==> src/rtl/uart_pkg.sv <==
// uart_pkg: shared types and constants for the UART receive path.
//   rx_state_e     - receiver FSM states
//   CLKS_PER_BIT_DEFAULT - 100 MHz / 115200 baud
//   baud_cnt_width - width of a counter that must hold 0..clks_per_bit-1
package uart_pkg;

    typedef enum logic [2:0] {
        IDLE,
        START,
        DATA,
        PARITY,
        STOP,
        BREAK
    } rx_state_e;

    localparam int unsigned CLKS_PER_BIT_DEFAULT = 868;

    function automatic int unsigned baud_cnt_width(input int unsigned clks_per_bit);
        return $clog2(clks_per_bit);
    endfunction

endpackage

==> src/rtl/uart_rx_sync.sv <==
// uart_rx_sync: two-flop synchronizer for asynchronous inputs; flops reset to 1
// so an idle-high serial line does not look like a start bit out of reset.
// Ports:
//   clk - clock
//   rst - synchronous active-high reset
//   d_i - asynchronous input
//   q_o - synchronized output (second flop)
module uart_rx_sync #(
    parameter int unsigned WIDTH = 1
) (
    input  logic             clk,
    input  logic             rst,
    input  logic [WIDTH-1:0] d_i,
    output logic [WIDTH-1:0] q_o
);

    logic [WIDTH-1:0] meta_q;
    logic [WIDTH-1:0] sync_q;

    always_ff @(posedge clk) begin
        if (rst) begin
            meta_q <= '1;
            sync_q <= '1;
        end else begin
            meta_q <= d_i;
            sync_q <= meta_q;
        end
    end

    assign q_o = sync_q;

endmodule

==> src/rtl/uart_rx.sv <==
// uart_rx: serial UART receiver, 8N1 by default, LSB first. Received bytes are
// presented on a valid/ready stream with a single holding register.
// Optional feature: define UART_RX_PARITY_EN to add an even-parity bit between
// the data and stop bits, plus the parity_err output.
// Ports:
//   clk        - system clock
//   rst        - synchronous active-high reset
//   rx         - asynchronous serial line, idle high
//   m_data     - received byte, stable while m_valid is high
//   m_valid    - byte available
//   m_ready    - consumer accepts on m_valid && m_ready at posedge
//   frame_err  - one-cycle pulse: stop bit sampled low
//   overrun    - one-cycle pulse: new byte dropped, holding register full
//   parity_err - (UART_RX_PARITY_EN only) one-cycle pulse: parity mismatch
module uart_rx
    import uart_pkg::*;
#(
    parameter int unsigned CLKS_PER_BIT = CLKS_PER_BIT_DEFAULT,
    parameter int unsigned DATA_BITS    = 8
) (
    input  logic                 clk,
    input  logic                 rst,
    input  logic                 rx,
    output logic [DATA_BITS-1:0] m_data,
    output logic                 m_valid,
    input  logic                 m_ready,
    output logic                 frame_err,
    output logic                 overrun
`ifdef UART_RX_PARITY_EN
    ,
    output logic                 parity_err
`endif
);

    localparam int unsigned CntW = baud_cnt_width(CLKS_PER_BIT);
    localparam int unsigned BitW = $clog2(DATA_BITS);
    localparam logic [CntW-1:0] HalfCnt = CntW'(CLKS_PER_BIT / 2 - 1);
    localparam logic [CntW-1:0] FullCnt = CntW'(CLKS_PER_BIT - 1);
    localparam logic [BitW-1:0] LastBit = BitW'(DATA_BITS - 1);

    logic rx_s;

    uart_rx_sync #(
        .WIDTH(1)
    ) u_sync (
        .clk(clk),
        .rst(rst),
        .d_i(rx),
        .q_o(rx_s)
    );

    rx_state_e            state_q, state_d;
    logic [CntW-1:0]      baud_q, baud_d;
    logic [BitW-1:0]      bit_q, bit_d;
    logic [DATA_BITS-1:0] shift_q, shift_d;
    logic                 deliver_q, deliver_d;
    logic [DATA_BITS-1:0] m_data_q, m_data_d;
    logic                 m_valid_q, m_valid_d;
    logic                 frame_err_q, frame_err_d;
    logic                 overrun_q, overrun_d;
`ifdef UART_RX_PARITY_EN
    logic                 par_bad_q, par_bad_d;
    logic                 parity_err_q, parity_err_d;
`endif

    always_comb begin
        state_d     = state_q;
        baud_d      = baud_q;
        bit_d       = bit_q;
        shift_d     = shift_q;
        deliver_d   = 1'b0;
        frame_err_d = 1'b0;
`ifdef UART_RX_PARITY_EN
        par_bad_d    = par_bad_q;
        parity_err_d = 1'b0;
`endif
        unique case (state_q)
            IDLE: begin
                bit_d  = '0;
                baud_d = '0;
                if (!rx_s) begin
                    state_d = START;
                end
            end
            START: begin
                if (baud_q == HalfCnt) begin
                    baud_d  = '0;
                    // Line back high at mid start bit means a glitch, not a frame.
                    state_d = rx_s ? IDLE : DATA;
                end else begin
                    baud_d = baud_q + 1'b1;
                end
            end
            DATA: begin
                if (baud_q == FullCnt) begin
                    baud_d  = '0;
                    shift_d = {rx_s, shift_q[DATA_BITS-1:1]};
                    if (bit_q == LastBit) begin
                        bit_d = '0;
`ifdef UART_RX_PARITY_EN
                        state_d = PARITY;
`else
                        state_d = STOP;
`endif
                    end else begin
                        bit_d = bit_q + 1'b1;
                    end
                end else begin
                    baud_d = baud_q + 1'b1;
                end
            end
`ifdef UART_RX_PARITY_EN
            PARITY: begin
                if (baud_q == FullCnt) begin
                    baud_d    = '0;
                    // Even parity: the parity bit equals the XOR of the data bits.
                    par_bad_d = rx_s ^ (^shift_q);
                    state_d   = STOP;
                end else begin
                    baud_d = baud_q + 1'b1;
                end
            end
`endif
            STOP: begin
                if (baud_q == FullCnt) begin
                    baud_d = '0;
                    if (!rx_s) begin
                        frame_err_d = 1'b1;
                        state_d     = BREAK;
`ifdef UART_RX_PARITY_EN
                    end else if (par_bad_q) begin
                        parity_err_d = 1'b1;
                        state_d      = IDLE;
`endif
                    end else begin
                        deliver_d = 1'b1;
                        state_d   = IDLE;
                    end
                end else begin
                    baud_d = baud_q + 1'b1;
                end
            end
            BREAK: begin
                // Held-low line: wait for it to return high before hunting again.
                if (rx_s) begin
                    state_d = IDLE;
                end
            end
            default: state_d = IDLE;
        endcase
    end

    // Holding register: the new byte loads only if the slot is empty or is
    // being drained on this very edge; otherwise it is dropped.
    always_comb begin
        m_data_d  = m_data_q;
        m_valid_d = m_valid_q;
        overrun_d = 1'b0;
        if (m_valid_q && m_ready) begin
            m_valid_d = 1'b0;
        end
        if (deliver_q) begin
            if (!m_valid_q || m_ready) begin
                m_data_d  = shift_q;
                m_valid_d = 1'b1;
            end else begin
                overrun_d = 1'b1;
            end
        end
    end

    always_ff @(posedge clk) begin
        if (rst) begin
            state_q     <= IDLE;
            baud_q      <= '0;
            bit_q       <= '0;
            shift_q     <= '0;
            deliver_q   <= 1'b0;
            m_data_q    <= '0;
            m_valid_q   <= 1'b0;
            frame_err_q <= 1'b0;
            overrun_q   <= 1'b0;
        end else begin
            state_q     <= state_d;
            baud_q      <= baud_d;
            bit_q       <= bit_d;
            shift_q     <= shift_d;
            deliver_q   <= deliver_d;
            m_data_q    <= m_data_d;
            m_valid_q   <= m_valid_d;
            frame_err_q <= frame_err_d;
            overrun_q   <= overrun_d;
        end
    end

`ifdef UART_RX_PARITY_EN
    always_ff @(posedge clk) begin
        if (rst) begin
            par_bad_q    <= 1'b0;
            parity_err_q <= 1'b0;
        end else begin
            par_bad_q    <= par_bad_d;
            parity_err_q <= parity_err_d;
        end
    end

    assign parity_err = parity_err_q;
`endif

    assign m_data    = m_data_q;
    assign m_valid   = m_valid_q;
    assign frame_err = frame_err_q;
    assign overrun   = overrun_q;

endmodule
==> config.mk <==
export PLATFORM = sky130hd
export DESIGN_NAME = uart_rx
export DESIGN_NICKNAME = d
export VERILOG_FILES = /design/src/rtl/uart_pkg.sv /design/src/rtl/uart_rx_sync.sv /design/src/rtl/uart_rx.sv
export SDC_FILE = /design/constraint.sdc
export NUM_CORES = 1
export LEC_CHECK = 0
export BUFFER_PORTS_ARGS = -buffer_cell sky130_fd_sc_hd__buf_2
export CELL_PAD_IN_SITES_DETAIL_PLACEMENT = 0
export CELL_PAD_IN_SITES_GLOBAL_PLACEMENT = 1
export CORE_AREA = 4 4 82 84
export DETAILED_ROUTE_END_ITERATION = 8
export DIE_AREA = 0 0 86 88
export GPL_ROUTABILITY_DRIVEN = 1
export HOLD_SLACK_MARGIN = 0.1
export PLACE_DENSITY = 0.52
export SETUP_SLACK_MARGIN = 0.1
export SLEW_MARGIN = 15
export SYNTH_ARGS = -nofsm -noshare
export SYNTH_HDL_FRONTEND = slang
export SYNTH_SLANG_ARGS = --single-unit
==> constraint.sdc <==
create_clock -name clk -period 2.7 [get_ports clk]
set_input_delay 0.27 -clock clk [delete_from_list [all_inputs] [get_ports clk]]
set_output_delay 0.27 -clock clk [all_outputs]
set_load 0.01 [all_outputs]
* Word-level counts from Yosys, hierarchy flattened *
Cells that the tools add are included.

cells by class
  shift operators = 0
  eq/ne operators = 13
  add/subtract/negate cells = 2
  $mul = 0
  bitwise logic cells = 3
  muxes and demuxes = 21
  order comparisons = 0
  divide/modulo/power cells = 0
  reductions and logical operators = 13

operator list
  kind                                                   number
  case mux 10 bit (3 select lines)                       1
  two-way mux 3 bit                                      9
  two-way mux 10 bit                                     2
  case mux 3 bit (5 select lines)                        1
  adder 10 x 1 -> 10 bit (second input constant)         1
  equality test 10 bit (second input constant)           1
  equality test 10 x 9 -> 1 bit (second input constant)  1
  != test 2 bit (second input constant)                  5
  equality test 3 bit (second input constant)            3
  two-way mux 1 bit                                      6
  case mux 3 bit (2 select lines)                        1
  AND reduction 2 bit                                    3
  AND reduction 6 bit                                    1
  OR reduction 2 bit                                     2
  adder 3 x 1 -> 3 bit (second input constant)           1
  equality test 3 x 1 -> 1 bit (second input constant)   1
  equality test 3 x 2 -> 1 bit (second input constant)   1
  logical NOT 3 bit                                      1
  inverter 1 bit                                         3
  nonzero test 3 bit                                     1
  OR reduction 3 bit                                     1
  two-way mux 2 bit                                      1
  != test 2 x 1 -> 1 bit (second input constant)         1
  nonzero test 2 bit                                     1
  3 further kinds                                        3

storage, ports and cells
  output and inout bits = 11
  register bits = 38
  bits in latches = 0
  ROM bits = 0
  input bits = 4
  memories kept = 0
  RAM bits = 0

* Longest topological paths before layout *
Gate-level depths: netlist of run 1.

  word-level depth = 4
  gate-level depth with buffers = 6
  gate-level depth less buffers = 6

* By module *
From an unflattened synthesis of run 1, not the netlist that was laid out.

second synthesis, totals
  cells, all modules = 203
  area total of the unflattened synthesis = 1745.4 µm²

by module, submodules not included
  module        cells each  area each (µm²)  times used
  uart_rx       199         1692.9           1
  uart_rx_sync  4           52.6             1

* Worst setup path before layout of run 1 *
OpenSTA, ideal clock, no wires.

  path kind = reg2reg
  start = register baud_q[0]
  end = register state_q[0]
  cell stages (with the launch flop) = 7
  data required time = 2.579 ns
  path slack = 0.586 ns
  setup time = 0.121 ns
  buffers on the path = 0
  period minus slack after synthesis = 2.114 ns
  arrival time = 1.993 ns
  cells stage by stage = dfxtp_1 > ha_1 > nand4b_1 > or4_4 > a211o_1 > nand2b_4 > mux2_4

on the way
  longest elaborated chain between the ends = 3
  elaborated cells on any way between the ends = 6

RTL lines
  item                                                                          RTL line                                      source
  from (decl)                                                                   uart_rx.sv:53                                 logic [CntW-1:0] baud_q, baud_d;
  from (signal assigned)                                                        uart_rx.sv:185                                baud_q <= baud_d;
  equality test 10 bit / equality test 10 x 9 -> 1 bit (equally long branches)  uart_rx.sv:95, uart_rx.sv:125, uart_rx.sv:86
  != test 2 bit (no line)                                                       -
  AND reduction 6 bit (no line) (*)                                             -
  to (signal assigned)                                                          uart_rx.sv:184                                state_q <= state_d;
  to (decl)                                                                     uart_rx.sv:52                                 rx_state_e state_q, state_d;

Mark *: on every way between the ends. The rest lies on a longest branch, timed or not.
A chain may end at the register's enable or synchronous reset.

* Worst setup path in the final report of run 1 *
Same ends and word-level chain as after synthesis.

==> results of run 1 <==
metrics by stage:
| step | cells | power [W] | instance area (µm²) |
|---|---|---|---|
| after detailed placement | 271 | 0.000814 | 1890 |
| after global routing | 278 | 0.00136 | 2010 |
| after global placement | 271 | 0.000810 | 1890 |
| after CTS | 278 | 0.00132 | 2010 |
| after floorplan | 187 | 0.000764 | 1740 |
| final | 278 | 0.00130 | 2010 |
final timing paths:
path,startpoint,end,cells past startpoint
worst max-delay path,baud_q[0]$_SDFFE_PP0P_,state_q[0]$_SDFFE_PP0P_,6
worst min-delay path,rx,u_sync.meta_q$_SDFF_PP1_,2
worst max register to register,baud_q[0]$_SDFFE_PP0P_,state_q[0]$_SDFFE_PP0P_,6
worst min register to register,u_sync.meta_q$_SDFF_PP1_,u_sync.q_o$_SDFF_PP1_,1
placed cells by master (no fill, tap or decap), types with 2 or more instances in the layout:
| cell | instances |
|---|---|
| sky130_fd_sc_hd__buf_2 | 14 |
| sky130_fd_sc_hd__nor2_1 | 26 |
| sky130_fd_sc_hd__nand2_1 | 17 |
| sky130_fd_sc_hd__a21oi_1 | 7 |
| sky130_fd_sc_hd__inv_1 | 3 |
| sky130_fd_sc_hd__or4_1 | 2 |
| sky130_fd_sc_hd__nand3_1 | 7 |
| sky130_fd_sc_hd__nor3_1 | 5 |
| sky130_fd_sc_hd__a31oi_1 | 6 |
| sky130_fd_sc_hd__clkbuf_8 | 6 |
| sky130_fd_sc_hd__or3_1 | 5 |
| sky130_fd_sc_hd__a2111oi_0 | 2 |
| sky130_fd_sc_hd__mux2i_1 | 17 |
| sky130_fd_sc_hd__or2_2 | 2 |
| sky130_fd_sc_hd__nand3b_1 | 3 |
| sky130_fd_sc_hd__nand4_1 | 2 |
| sky130_fd_sc_hd__o211ai_1 | 2 |
| sky130_fd_sc_hd__o21ai_0 | 2 |
| sky130_fd_sc_hd__dfxtp_1 | 38 |
| sky130_fd_sc_hd__buf_4 | 3 |
| sky130_fd_sc_hd__ha_1 | 4 |
| sky130_fd_sc_hd__nor2b_1 | 2 |
logic make-up after synthesis:
kind of cell,after synthesis
xor+xnor,1
mux,18
buf+inv,11
compound gates,28
simple gates,86
fa+ha+maj,5
flops,38
sequential cells by signal, indices dropped and copies added, names as in the netlist:
signal / flops
baud_q: 10
bit_q: 3
deliver_q: 1
frame_err: 1
m_data: 8
m_valid: 1
overrun: 1
shift_q: 8
state_q: 3
u_sync.meta_q: 1
u_sync.q_o: 1
power groups by stage:
stage               Clock, W  Combinational, W  Sequential, W
global route        0.000531          0.000221       0.000605
detailed placement         0          0.000199       0.000615
finish              0.000495          0.000198       0.000602
CTS                 0.000513          0.000200       0.000602
global placement           0          0.000196       0.000614
floorplan                  0          0.000169       0.000595
worst max-delay path: cells and delay by family, from the launching register on:
| kind | cells | cell delay [ns] |
|---|---|---|
| AO/OA/AOI/OAI | 1 | 0.32 |
| adder cells (fa/ha/maj) | 1 | 0.27 |
| flip-flops | 1 | 0.40 |
| multiplexers | 1 | 0.29 |
| AND/OR/NAND/NOR | 3 | 0.87 |
routing by layer:
metal	global-route usage, %	vias up
li1	-	708
met5	0	-
met4	3.88	0
met3	2.82	5
met1	13.6	655
met2	17.2	14
final cells by class:
class / instances / area, µm² / share of cell area [%]
clock buffers: 6 / 82.6 / 4.12
clock inverters: 1 / 30.0 / 1.50
inverters: 3 / 11.3 / 0.561
multi-input cells: 138 / 935 / 46.6
flip-flops and latches: 38 / 761 / 37.9
well taps: 75 / 93.8 / 4.68
repair buffers: 17 / 92.6 / 4.62
==> load_flow_metrics.sql, run 1 <==
INSERT INTO impl_metrics (metric_group, metric, value, unit) VALUES
('outcome', 'outcome', 'complete, no violations', ''),
('power_and_ir_drop', 'worst_ir_drop_vdd', '211', 'µV'),
('yosys', 'simple_gate_share_of_the_synthesized_area', '27.1', '%'),
('yosys', 'yosys.cell_count.top_type', 'sky130_fd_sc_hd__dfxtp_1', ''),
('sta', 'finalCritPeriodShare', '83.4', '%'),
('yosys', 'yosys.area.top_type_share', '43.6', '%'),
('critical_path', 'rrSetupSlack', '0.45', 'ns'),
('floorplanning', 'design.portCount', '15', ''),
('critical_path', 'worstPathRequired', '2.88', 'ns'),
('route', 'highest_layer', 'met4', ''),
('place', 'dpl_worst_slack', '0.464', 'ns'),
('sta', 'rsz0062_at_grt', 'no', ''),
('clock_network', 'inserted_clock_buffers', '5', ''),
('clock_network', 'cts_buffer_depth', '2', ''),
('clock_network', 'cts_tree', 'done', ''),
('place', 'detailed_place_hpwl', '2480', 'µm'),
('yosys', 'synth_xor_area_share', '0.502', '%'),
('place', 'gp_routability_congestion', '0.771', ''),
('global_route', 'overflow', '0', ''),
('sta', 'finalSetupViolations', '0', ''),
('critical_path', 'data_arrival_at_the_endpoint_of_the_critical_path', '2.43', 'ns'),
('route', 'route.met2.wl', '1730', 'µm'),
('sta', 'maxSlewViolCount', '0', ''),
('floorplanning', 'core_area', '0.00592', 'mm²'),
('critical_path', 'cp-end-kind', 'register', ''),
('yosys', 'synth.yosys.seq_area_share', '43.6', '%'),
('yosys', 'async_flop_share', '0', '%'),
('yosys', 'cells_taking_the_most_area_after_synthesis', 'sky130_fd_sc_hd__dfxtp_1 44%, sky130_fd_sc_hd__mux2i_1 9.8%, sky130_fd_sc_hd__nor2_1 5.6%, sky130_fd_sc_hd__nand2_1 3.7%, sky130_fd_sc_hd__ha_1 2.9%', ''),
('yosys', 'ys_top_cells_by_count', '38 x sky130_fd_sc_hd__dfxtp_1, 26 x sky130_fd_sc_hd__nor2_1, 17 x sky130_fd_sc_hd__mux2i_1, 17 x sky130_fd_sc_hd__nand2_1', ''),
('floorplanning', 'die_width', '86', 'µm'),
('yosys', 'syn-cell-area', '0.00174', 'mm²'),
('route', 'routed-via-count', '1382', ''),
('clock_network', 'post-cts-setup-buffer-count', '0', ''),
('clock_network', 'clock-root-buffer', 'sky130_fd_sc_hd__clkbuf_8', ''),
('power_and_ir_drop', 'netSwitchingPower', '0.000333', 'W'),
('route', 'wl_met3', '90', 'µm'),
('route', 'detail_route.wl_per_cell', '13.3', 'µm'),
('sta', 'fin_tns_setup', '0', 'ns'),
('yosys', 'yosysTopAreaCell', 'sky130_fd_sc_hd__dfxtp_1', ''),
('route', 'post-route-drc-count', '0', ''),
('global_route', 'vias_in_the_first_global_route', '1350', ''),
('floorplanning', 'initial_core_utilization', '29.5', '%'),
('clock_network', 'cts.htree.levels', '2', ''),
('power_and_ir_drop', 'clock_power_share', '38.2', '%'),
('clock_network', 'cts.clk_slew.worst_paths', '0.08', 'ns'),
('job', 'max_cap_violations', '0', ''),
('route', 'viasPerCell', '4.97', ''),
('clock_network', 'tritoncts_num_sinks', '38', ''),
('global_route', 'maximum_number_of_pins_on_one_net_before_global_route_repair', '40', ''),
('sta', 'final-hold-violation-count', '0', ''),
('critical_path', 'critical_path_cell_by_cell', 'ha_1 > nand4b_1 > or4_4 > a211o_1 > nand2b_4 > mux2_4', ''),
('floorplanning', 'chipHeight', '88', 'µm'),
('critical_path', 'critPathMaxStageDelay', '0.52', 'ns'),
('route', 'detailedRoute.firstPassIterationCount', '4', ''),
('yosys', 'synth.mux.area_fraction', '10.6', '%'),
('clock_network', 'holdBufCountCts', '0', ''),
('yosys', 'netlist-cell-type-count', '48', ''),
('sta', 'tightestPinTransition', '0.708', 'ns'),
('global_route', 'grt_first_pass_wirelength', '6410', 'µm'),
('route', 'detail_route.iter0.violations', '28', ''),
('power_and_ir_drop', 'static-leakage-power', '0.845', 'nW'),
('route', 'drtAntennaViolNets', '0', ''),
('route', 'finalWirelength', '3710', 'µm'),
('layout', 'drive_above_1_share', '17.2', '%'),
('power_and_ir_drop', 'power.switching_fraction', '25.7', '%'),
('global_route', 'number_of_antenna_violations_at_the_first_check_in_global_routing', '0', ''),
('sta', 'max_transition_margin', '52.8', '%'),
('layout', 'num_antenna_cells', '0', ''),
('place', 'place.port_buffers', '14', ''),
('power_and_ir_drop', 'sequentialPowerShare', '46.5', '%'),
('sta', 'setup_slack', '0.447', 'ns');
No activity file was read; power rests on OpenSTA's default activity.
==> run 2, diff against run 1 <==
PLACE_DENSITY = 0.54   (was 0.52)
clock period = 1.93 ns   (was 2.7 ns; I/O delays follow)
==> run 2 against run 1 <==
Compared with the run above:
- count of clock-buffer cells in the layout did not move
- the flow now finishes with violations (negative setup slack)
- sequential power is 36% higher
- largest power group unchanged
- total power up 68%
- highest routed layer unchanged
- non-clock buffer count up 38
- combinational power rose to 3.0 times the previous value
==> load_flow_metrics.sql, run 2 (same netlist as run 1, synthesis figures left out) <==
INSERT INTO impl_metrics (metric_group, metric, value, unit) VALUES
('place', 'detailed_place_hpwl', '2830', 'µm'),
('critical_path', 'critPathMaxStageDelay', '0.51', 'ns'),
('critical_path', 'worstPathRequired', '2.15', 'ns'),
('place', 'place.port_buffers', '14', ''),
('layout', 'drive_above_1_share', '36.8', '%'),
('global_route', 'gr-usage-all-layers', '11.5', '%'),
('floorplanning', 'design.portCount', '15', ''),
('layout', 'count_of_placed_standard_cells_in_the_final_layout_fillers_left_out', '317', ''),
('clock_network', 'tritoncts_num_sinks', '38', ''),
('route', 'finalWirelength', '4370', 'µm'),
('critical_path', 'setup.worst_path.class', 'register to register', ''),
('layout', 'layout.nets', '249', ''),
('sta', 'final_critical_path_time_including_i_o_delays_and_setup', '1.96', 'ns'),
('clock_network', 'cts.htree.levels', '2', ''),
('critical_path', 'critical_path_cell_by_cell', 'or3b_4 > a31o_4 > a21boi_2 > buf_6 > or4_1 > a31oi_1', ''),
('sta', 'fmax', '510', 'MHz'),
('sta', 'finalSetupViolations', '5', ''),
('critical_path', 'rrSetupSlack', '-0.03', 'ns'),
('power_and_ir_drop', 'power.density_cell_area', '896', 'mW/mm²'),
('critical_path', 'rr_worst_depth', '6', ''),
('floorplanning', 'initial_core_utilization', '29.5', '%'),
('critical_path', 'crit-reg2reg-capture', 'baud_q[9]$_SDFFE_PP0P_', ''),
('critical_path', 'cp-end-kind', 'register', ''),
('clock_network', 'clock-root-buffer', 'sky130_fd_sc_hd__clkbuf_8', ''),
('layout', 'final.fill_count', '579', ''),
('route', 'viasPerCell', '4.90', ''),
('job', 'max_cap_violations', '0', ''),
('layout', 'layout-area-overhead-vs-synth', '39.4', '%'),
('layout', 'most_common_library_cell_in_the_layout_ignoring_fill_and_taps', 'sky130_fd_sc_hd__dfxtp_1', ''),
('global_route', 'vias_in_the_first_global_route', '1606', ''),
('layout', 'final_cell_mix', '34 x sky130_fd_sc_hd__dfxtp_1, 32 x sky130_fd_sc_hd__buf_4, 25 x sky130_fd_sc_hd__nor2_1', ''),
('critical_path', 'data_arrival_at_the_endpoint_of_the_critical_path', '2.18', 'ns'),
('global_route', 'number_of_antenna_violations_at_the_first_check_in_global_routing', '0', ''),
('critical_path', 'r2r-start', 'state_q[1]$_SDFFE_PP0P_', ''),
('route', 'detail_route.wl_per_cell', '13.8', 'µm'),
('route', 'detail_route.iter0.violations', '64', ''),
('global_route', 'maximum_number_of_pins_on_one_net_before_global_route_repair', '24', ''),
('sta', 'maxSlewViolCount', '0', ''),
('power_and_ir_drop', 'worst_ir_drop_vdd', '405', 'µV'),
('route', 'drtAntennaViolNets', '0', ''),
('floorplanning', 'chipHeight', '88', 'µm'),
('critical_path', 'cp_slowest_cell', 'sky130_fd_sc_hd__or4_1', ''),
('sta', 'final-hold-violation-count', '0', ''),
('route', 'detailedRoute.firstPassIterationCount', '4', ''),
('floorplanning', 'die-area', '0.00757', 'mm²'),
('sta', 'finalCritPeriodShare', '102', '%'),
('route', 'routed-via-count', '1552', ''),
('outcome', 'failed_checks', 'negative setup slack', ''),
('floorplanning', 'site_rows', '28', ''),
('floorplanning', 'die_width', '86', 'µm'),
('sta', 'tightestPinTransition', '0.472', 'ns'),
('min_path', 'hold_path_startpoint', 'rst', ''),
('outcome', 'outcome', 'complete, but fails checks', ''),
('route', 'post-route-drc-count', '0', ''),
('clock_network', 'cts_buffer_depth', '2', ''),
('global_route', 'overflow', '0', ''),
('clock_network', 'cts_tree', 'done', ''),
('min_path', 'worst_hold_path_type', 'input port to register', ''),
('clock_network', 'clock_insertion_delay_worst_skew', '0.29', 'ns'),
('critical_path', 'critPathBufInv', '1', ''),
('sta', 'fin_tns_setup', '-0.0780', 'ns'),
('clock_network', 'cts.clk_slew.worst_paths', '0.08', 'ns'),
('layout', 'number_of_flip_flops_in_the_largest_register', '10', ''),
('floorplanning', 'core_area', '0.00592', 'mm²'),
('min_path', 'worstHoldEndpoint', 'baud_q[0]$_SDFFE_PP0P_', ''),
('min_path', 'min_path_cells', '2', ''),
('sta', 'setup_slack', '-0.0309', 'ns'),
('critical_path', 'critical_path.max_fanout', '6', ''),
('clock_network', 'inserted_clock_buffers', '5', ''),
('place', 'gp_routability_congestion', '0.856', ''),
('global_route', 'grt_first_pass_wirelength', '7110', 'µm'),
('layout', 'largest-register', 'baud_q', ''),
('critical_path', 'cpLargestDelayFamily', 'simple AND/OR/NAND/NOR gates', ''),
('place', 'placed_cells_incl_taps', '296', ''),
('layout', 'num_antenna_cells', '0', ''),
('sta', 'fin_worst_skew', '0.00720', 'ns'),
('sta', 'max_transition_margin', '68.4', '%'),
('power_and_ir_drop', 'static-leakage-power', '1.05', 'nW'),
('sta', 'rsz0062_at_grt', 'yes', ''),
('critical_path', 'crit_path_start_kind', 'register', '');
run 2: power breakdown:
part	switching [W]	total (W)	internal (W)	leakage (nW)
clock	0.000303	0.000770	0.000466	0.0665
combinational	0.000271	0.000593	0.000322	0.679
sequential	0.0000112	0.000817	0.000806	0.309
run 2: layout make-up:
class                   count  area (µm²)  share of cell area [%]
well taps                  75        93.8                    3.86
clock buffers               6        93.8                    3.86
inverters                   3        11.3                   0.463
repair buffers             55         409                    16.8
clock inverters             2        38.8                    1.60
flip-flops and latches     38         768                    31.6
multi-input cells         138        1020                    41.8
run 2: routing by layer:
metal	up-vias	GRT usage (%)	part of all wire, %
met4	0	2.59	0.27
met2	11	20.9	52
li1	782	-	-
met1	757	13.7	45
met3	2	2.63	1.8
met5	-	0	0
run 2: worst register-to-register path, stage by stage (launching register included):
cell and delay, ns:
sky130_fd_sc_hd__dfxtp_1 0.32, sky130_fd_sc_hd__or3b_4 0.41, sky130_fd_sc_hd__a31o_4 0.22, sky130_fd_sc_hd__a21boi_2 0.15
sky130_fd_sc_hd__buf_6 0.13, sky130_fd_sc_hd__or4_1 0.51, sky130_fd_sc_hd__a31oi_1 0.16
run 2: how the worst max path moves through the flow:
stage,startpoint,endpoint,slack [ns],cells past startpoint
after CTS,baud_q[1]$_SDFFE_PP0P_,state_q[0]$_SDFFE_PP0P_,-0.03,6
after global routing,baud_q[0]$_SDFFE_PP0P_,state_q[2]$_SDFFE_PP0P_,-0.12,8
after detailed placement,baud_q[1]$_SDFFE_PP0P_,state_q[0]$_SDFFE_PP0P_,-0.06,6
final,state_q[1]$_SDFFE_PP0P_,baud_q[9]$_SDFFE_PP0P_,-0.03,6
after floorplan,baud_q[1]$_SDFFE_PP0P_,state_q[0]$_SDFFE_PP0P_,-0.12,6
after global placement,baud_q[1]$_SDFFE_PP0P_,state_q[0]$_SDFFE_PP0P_,-0.02,6
run 2: what timing repair did:
item | CTS | global route
hold buffers | 2 | 0
hold endpoints to repair | 2 | 0
setup endpoints to repair | 5 | 16
cloned | 0 | 1
resized for setup | 13 | 15
pin swaps | 15 | 13
buffers inserted | 6 | 7
run 2: per-stage QoR:
| step | hold slack, ns | utilization, % | instance area [µm²] | setup slack, ns | total power (W) |
|---|---|---|---|---|---|
| 6_report | 0.269 | 41.1 | 2430 | -0.0309 | 0.00218 |
| 3_5_place_dp | 0.383 | 35.4 | 2100 | -0.0609 | 0.00123 |
| 5_1_grt | 0.293 | 41.1 | 2430 | -0.120 | 0.00227 |
| 2_1_floorplan | 0.272 | - | 1760 | -0.122 | 0.00107 |
| 4_1_cts | 0.273 | 39.5 | 2340 | -0.0312 | 0.00209 |
| 3_3_place_gp | 0.375 | 35.4 | 2100 | -0.0177 | 0.00122 |
==> run 3, diff against run 2 <==
ABC_AREA = 1   (was not set)
PLACE_DENSITY = 0.57   (was 0.54)
==> run 3 against run 2 <==
Compared with the run above:
- the flow now finishes without violations
- die area unchanged
- combinational power down 7.8%
- clock power up 8.4%
- sequential cell count unchanged
- critical path type unchanged
- largest cell class unchanged
==> load_flow_metrics.sql, run 3 <==
INSERT INTO impl_metrics (metric_group, metric, value, unit) VALUES
('sta', 'tightestPinTransition', '0.858', 'ns'),
('route', 'routed-via-count', '1495', ''),
('route', 'detailedRoute.firstPassIterationCount', '4', ''),
('yosys', 'ys_top_cells_by_count', '49 x sky130_fd_sc_hd__nand2_1, 38 x sky130_fd_sc_hd__dfxtp_1, 32 x sky130_fd_sc_hd__inv_1, 27 x sky130_fd_sc_hd__a21oi_1, 21 x sky130_fd_sc_hd__o21ai_0', ''),
('critical_path', 'critPathMaxStageDelay', '0.41', 'ns'),
('power_and_ir_drop', 'clock_power_share', '37.0', '%'),
('power_and_ir_drop', 'netSwitchingPower', '0.000736', 'W'),
('floorplanning', 'die_width', '86', 'µm'),
('clock_network', 'cts_tree', 'done', ''),
('clock_network', 'clock_insertion_delay_worst_skew', '0.30', 'ns'),
('critical_path', 'worstPathRequired', '2.14', 'ns'),
('floorplanning', 'chipHeight', '88', 'µm'),
('yosys', 'yosysTopAreaCell', 'sky130_fd_sc_hd__dfxtp_1', ''),
('critical_path', 'setup.worst_path.class', 'register to register', ''),
('yosys', 'synthesis.area_per_instance', '7.48', 'µm²'),
('critical_path', 'cpLargestDelayFamily', 'simple AND/OR/NAND/NOR gates', ''),
('critical_path', 'cp_slowest_cell', 'sky130_fd_sc_hd__dfxtp_1', ''),
('floorplanning', 'core_area', '0.00592', 'mm²'),
('layout', 'most_common_library_cell_in_the_layout_ignoring_fill_and_taps', 'sky130_fd_sc_hd__nand2_1', ''),
('sta', 'fin_worst_skew', '0.00274', 'ns'),
('clock_network', 'cts.htree.levels', '2', ''),
('layout', 'largest-register', 'baud_q', ''),
('sta', 'setup_slack', '0.342', 'ns'),
('layout', 'num_antenna_cells', '0', ''),
('critical_path', 'critical_path_cell_by_cell', 'ha_1 > nand3_1 > nor2_2 > nand2_1 > nand2_4 > nand2_4 > nand2_1 > o21ai_0 > nand2_1 > inv_1', ''),
('yosys', 'syn-cell-area', '0.00177', 'mm²'),
('power_and_ir_drop', 'internal_power', '0.00152', 'W'),
('critical_path', 'critical_path.max_fanout', '10', ''),
('place', 'placed_cells_incl_taps', '323', ''),
('sta', 'fin_tns_setup', '0', 'ns'),
('yosys', 'synth.yosys.seq_area_share', '42.9', '%'),
('critical_path', 'critPathBufInv', '1', ''),
('global_route', 'overflow', '0', ''),
('yosys', 'async_flop_share', '0', '%'),
('clock_network', 'tritoncts_num_sinks', '38', ''),
('layout', 'layout-area-overhead-vs-synth', '16.9', '%'),
('min_path', 'worst_hold_path_type', 'input port to register', ''),
('layout', 'count_of_placed_standard_cells_in_the_final_layout_fillers_left_out', '332', ''),
('sta', 'finalCritPeriodShare', '82.3', '%'),
('place', 'gp_routability_congestion', '0.709', ''),
('yosys', 'syn_nets', '245', ''),
('route', 'detail_route.wl_per_cell', '11.5', 'µm'),
('clock_network', 'postCtsResizedCells', '0', ''),
('global_route', 'maximum_number_of_pins_on_one_net_before_global_route_repair', '18', ''),
('global_route', 'gr-usage-all-layers', '11.4', '%'),
('route', 'viasPerCell', '4.50', ''),
('route', 'post-route-drc-count', '0', ''),
('yosys', 'synth_enable_flop_cells', '0', ''),
('power_and_ir_drop', 'worst_ir_drop_vdd', '357', 'µV'),
('yosys', 'main_synth_ff_type', 'sky130_fd_sc_hd__dfxtp_1', ''),
('critical_path', 'worst_path_most_repeated_cell', 'sky130_fd_sc_hd__nand2_1', ''),
('global_route', 'number_of_antenna_violations_at_the_first_check_in_global_routing', '0', ''),
('floorplanning', 'design.portCount', '15', ''),
('yosys', 'yosys.area.top_type_share', '42.9', '%'),
('layout', 'final_cell_mix', '49 x sky130_fd_sc_hd__nand2_1, 38 x sky130_fd_sc_hd__dfxtp_1, 32 x sky130_fd_sc_hd__inv_1', ''),
('outcome', 'outcome', 'complete, no violations', ''),
('route', 'drtAntennaViolNets', '0', ''),
('power_and_ir_drop', 'sequentialPowerShare', '38.9', '%'),
('floorplanning', 'initial_core_utilization', '29.9', '%'),
('yosys', 'netlist-cell-type-count', '28', ''),
('power_and_ir_drop', 'power.switching_fraction', '32.6', '%'),
('global_route', 'grt_first_pass_wirelength', '6760', 'µm'),
('sta', 'fmax', '630', 'MHz'),
('place', 'detailed_place_hpwl', '2750', 'µm'),
('route', 'finalWirelength', '3810', 'µm'),
('critical_path', 'cp-end-kind', 'register', ''),
('layout', 'drive_above_1_share', '19.1', '%'),
('sta', 'max_transition_margin', '42.6', '%'),
('critical_path', 'crit_path_start_kind', 'register', ''),
('route', 'detail_route.iter0.violations', '41', ''),
('yosys', 'synth_seq_cells', '38', ''),
('clock_network', 'cts.clk_slew.worst_paths', '0.08', 'ns'),
('place', 'dpl_worst_slack', '0.355', 'ns'),
('floorplanning', 'die-area', '0.00757', 'mm²'),
('critical_path', 'data_arrival_at_the_endpoint_of_the_critical_path', '1.79', 'ns'),
('yosys', 'yosys.cell_count.top_type', 'sky130_fd_sc_hd__nand2_1', ''),
('sta', 'finalSetupViolations', '0', ''),
('sta', 'final_critical_path_time_including_i_o_delays_and_setup', '1.59', 'ns'),
('clock_network', 'clock-root-buffer', 'sky130_fd_sc_hd__clkbuf_8', ''),
('yosys', 'yosys_warnings', '0', ''),
('layout', 'layout.nets', '264', ''),
('layout', 'multiInputGateArea', '847', 'µm²'),
('clock_network', 'inserted_clock_buffers', '5', ''),
('place', 'place.port_buffers', '14', ''),
('sta', 'rsz0062_at_grt', 'no', ''),
('global_route', 'vias_in_the_first_global_route', '1485', ''),
('critical_path', 'rrSetupSlack', '0.34', 'ns'),
('power_and_ir_drop', 'power.density_cell_area', '1090', 'mW/mm²'),
('sta', 'final-hold-violation-count', '0', ''),
('power_and_ir_drop', 'combinational_power_share', '24.2', '%'),
('clock_network', 'cts_buffer_depth', '2', ''),
('job', 'max_cap_violations', '0', ''),
('sta', 'maxSlewViolCount', '0', ''),
('floorplanning', 'site_rows', '28', ''),
('layout', 'area.sequential', '761', 'µm²'),
('yosys', 'synthCells', '237', ''),
('layout', 'final.fill_count', '629', ''),
('yosys', 'cells_taking_the_most_area_after_synthesis', 'sky130_fd_sc_hd__dfxtp_1 43%, sky130_fd_sc_hd__nand2_1 10%, sky130_fd_sc_hd__a21oi_1 7.6%, sky130_fd_sc_hd__inv_1 6.8%, sky130_fd_sc_hd__o21ai_0 5.9%', ''),
('power_and_ir_drop', 'static-leakage-power', '0.869', 'nW'),
('layout', 'number_of_flip_flops_in_the_largest_register', '10', '');
==> run 3: worst reg2reg max path: cells and delay by family (launching register included) <==
family,cells,cell delay (ns)
AO/OA/AOI/OAI,1,0.07
buffers and inverters,1,0.03
adder cells (fa/ha/maj),1,0.22
flip-flops,1,0.41
AND/OR/NAND/NOR,7,0.74
==> run 3: cell families after synthesis <==
kind of cell    count (synthesis)  share of synthesized area, %
fa+ha+maj                       4                          2.82
xor+xnor                        3                          1.48
buf+inv                        41                          9.25
compound gates                 53                          15.4
flops                          38                          42.9
simple gates                   98                          28.1
==> run 3: worst paths after layout <==
| kind | startpoint | cells after the start | end |
|---|---|---|---|
| worst max-delay path | baud_q[0]$_SDFFE_PP0P_ | 10 | baud_q[2]$_SDFFE_PP0P_ |
| worst min-delay path | m_ready | 4 | overrun$_SDFF_PP0_ |
| worst max register to register | baud_q[0]$_SDFFE_PP0P_ | 10 | baud_q[2]$_SDFFE_PP0P_ |
| worst min register to register | u_sync.meta_q$_SDFF_PP1_ | 1 | u_sync.q_o$_SDFF_PP1_ |
==> run 3: area by class of cell <==
class                      instances  area share [%]
multi-input combinational        158            40.9
sequential                        38            36.7
inverter                          36            6.59
timing repair buffer              17            4.59
tap                               75            4.53
clock buffer                       5            3.32
clock inverter                     3            3.32
==> run 3: what timing repair did <==
item	CTS	global route
setup buffers	0	0
endpoints found under the setup margin	0	0
hold buffers	1	0
endpoints found under the hold margin	1	0
==> run 3: metrics by stage <==
| stage | util [%] | power (W) | hold slack (ns) | instance area [µm²] |
|---|---|---|---|---|
| after floorplan | - | 0.00133 | 0.297 | 1770 |
| after global placement | 32.5 | 0.00146 | 0.383 | 1920 |
| after CTS | 35.0 | 0.00229 | 0.147 | 2070 |
| after global routing | 35.0 | 0.00239 | 0.187 | 2070 |
| final | 35.0 | 0.00226 | 0.150 | 2070 |
| after detailed placement | 32.5 | 0.00145 | 0.385 | 1920 |
==> run 3: routing by layer <==
layer,vias to the layer above,track usage [%],share of wire (%)
met1,671,14.2,50
met4,0,5.18,1.9
li1,794,-,-
met5,-,0,0
met2,24,18.1,44
met3,6,3.39,3.8
==> run 3: power groups by stage <==
stage	logic [W]	clock network, W	registers [W]
floorplan	0.000443	0	0.000886
detailed placement	0.000551	0	0.000897
global placement	0.000562	0	0.000897
CTS	0.000554	0.000856	0.000878
finish	0.000547	0.000835	0.000878
global route	0.000626	0.000879	0.000886
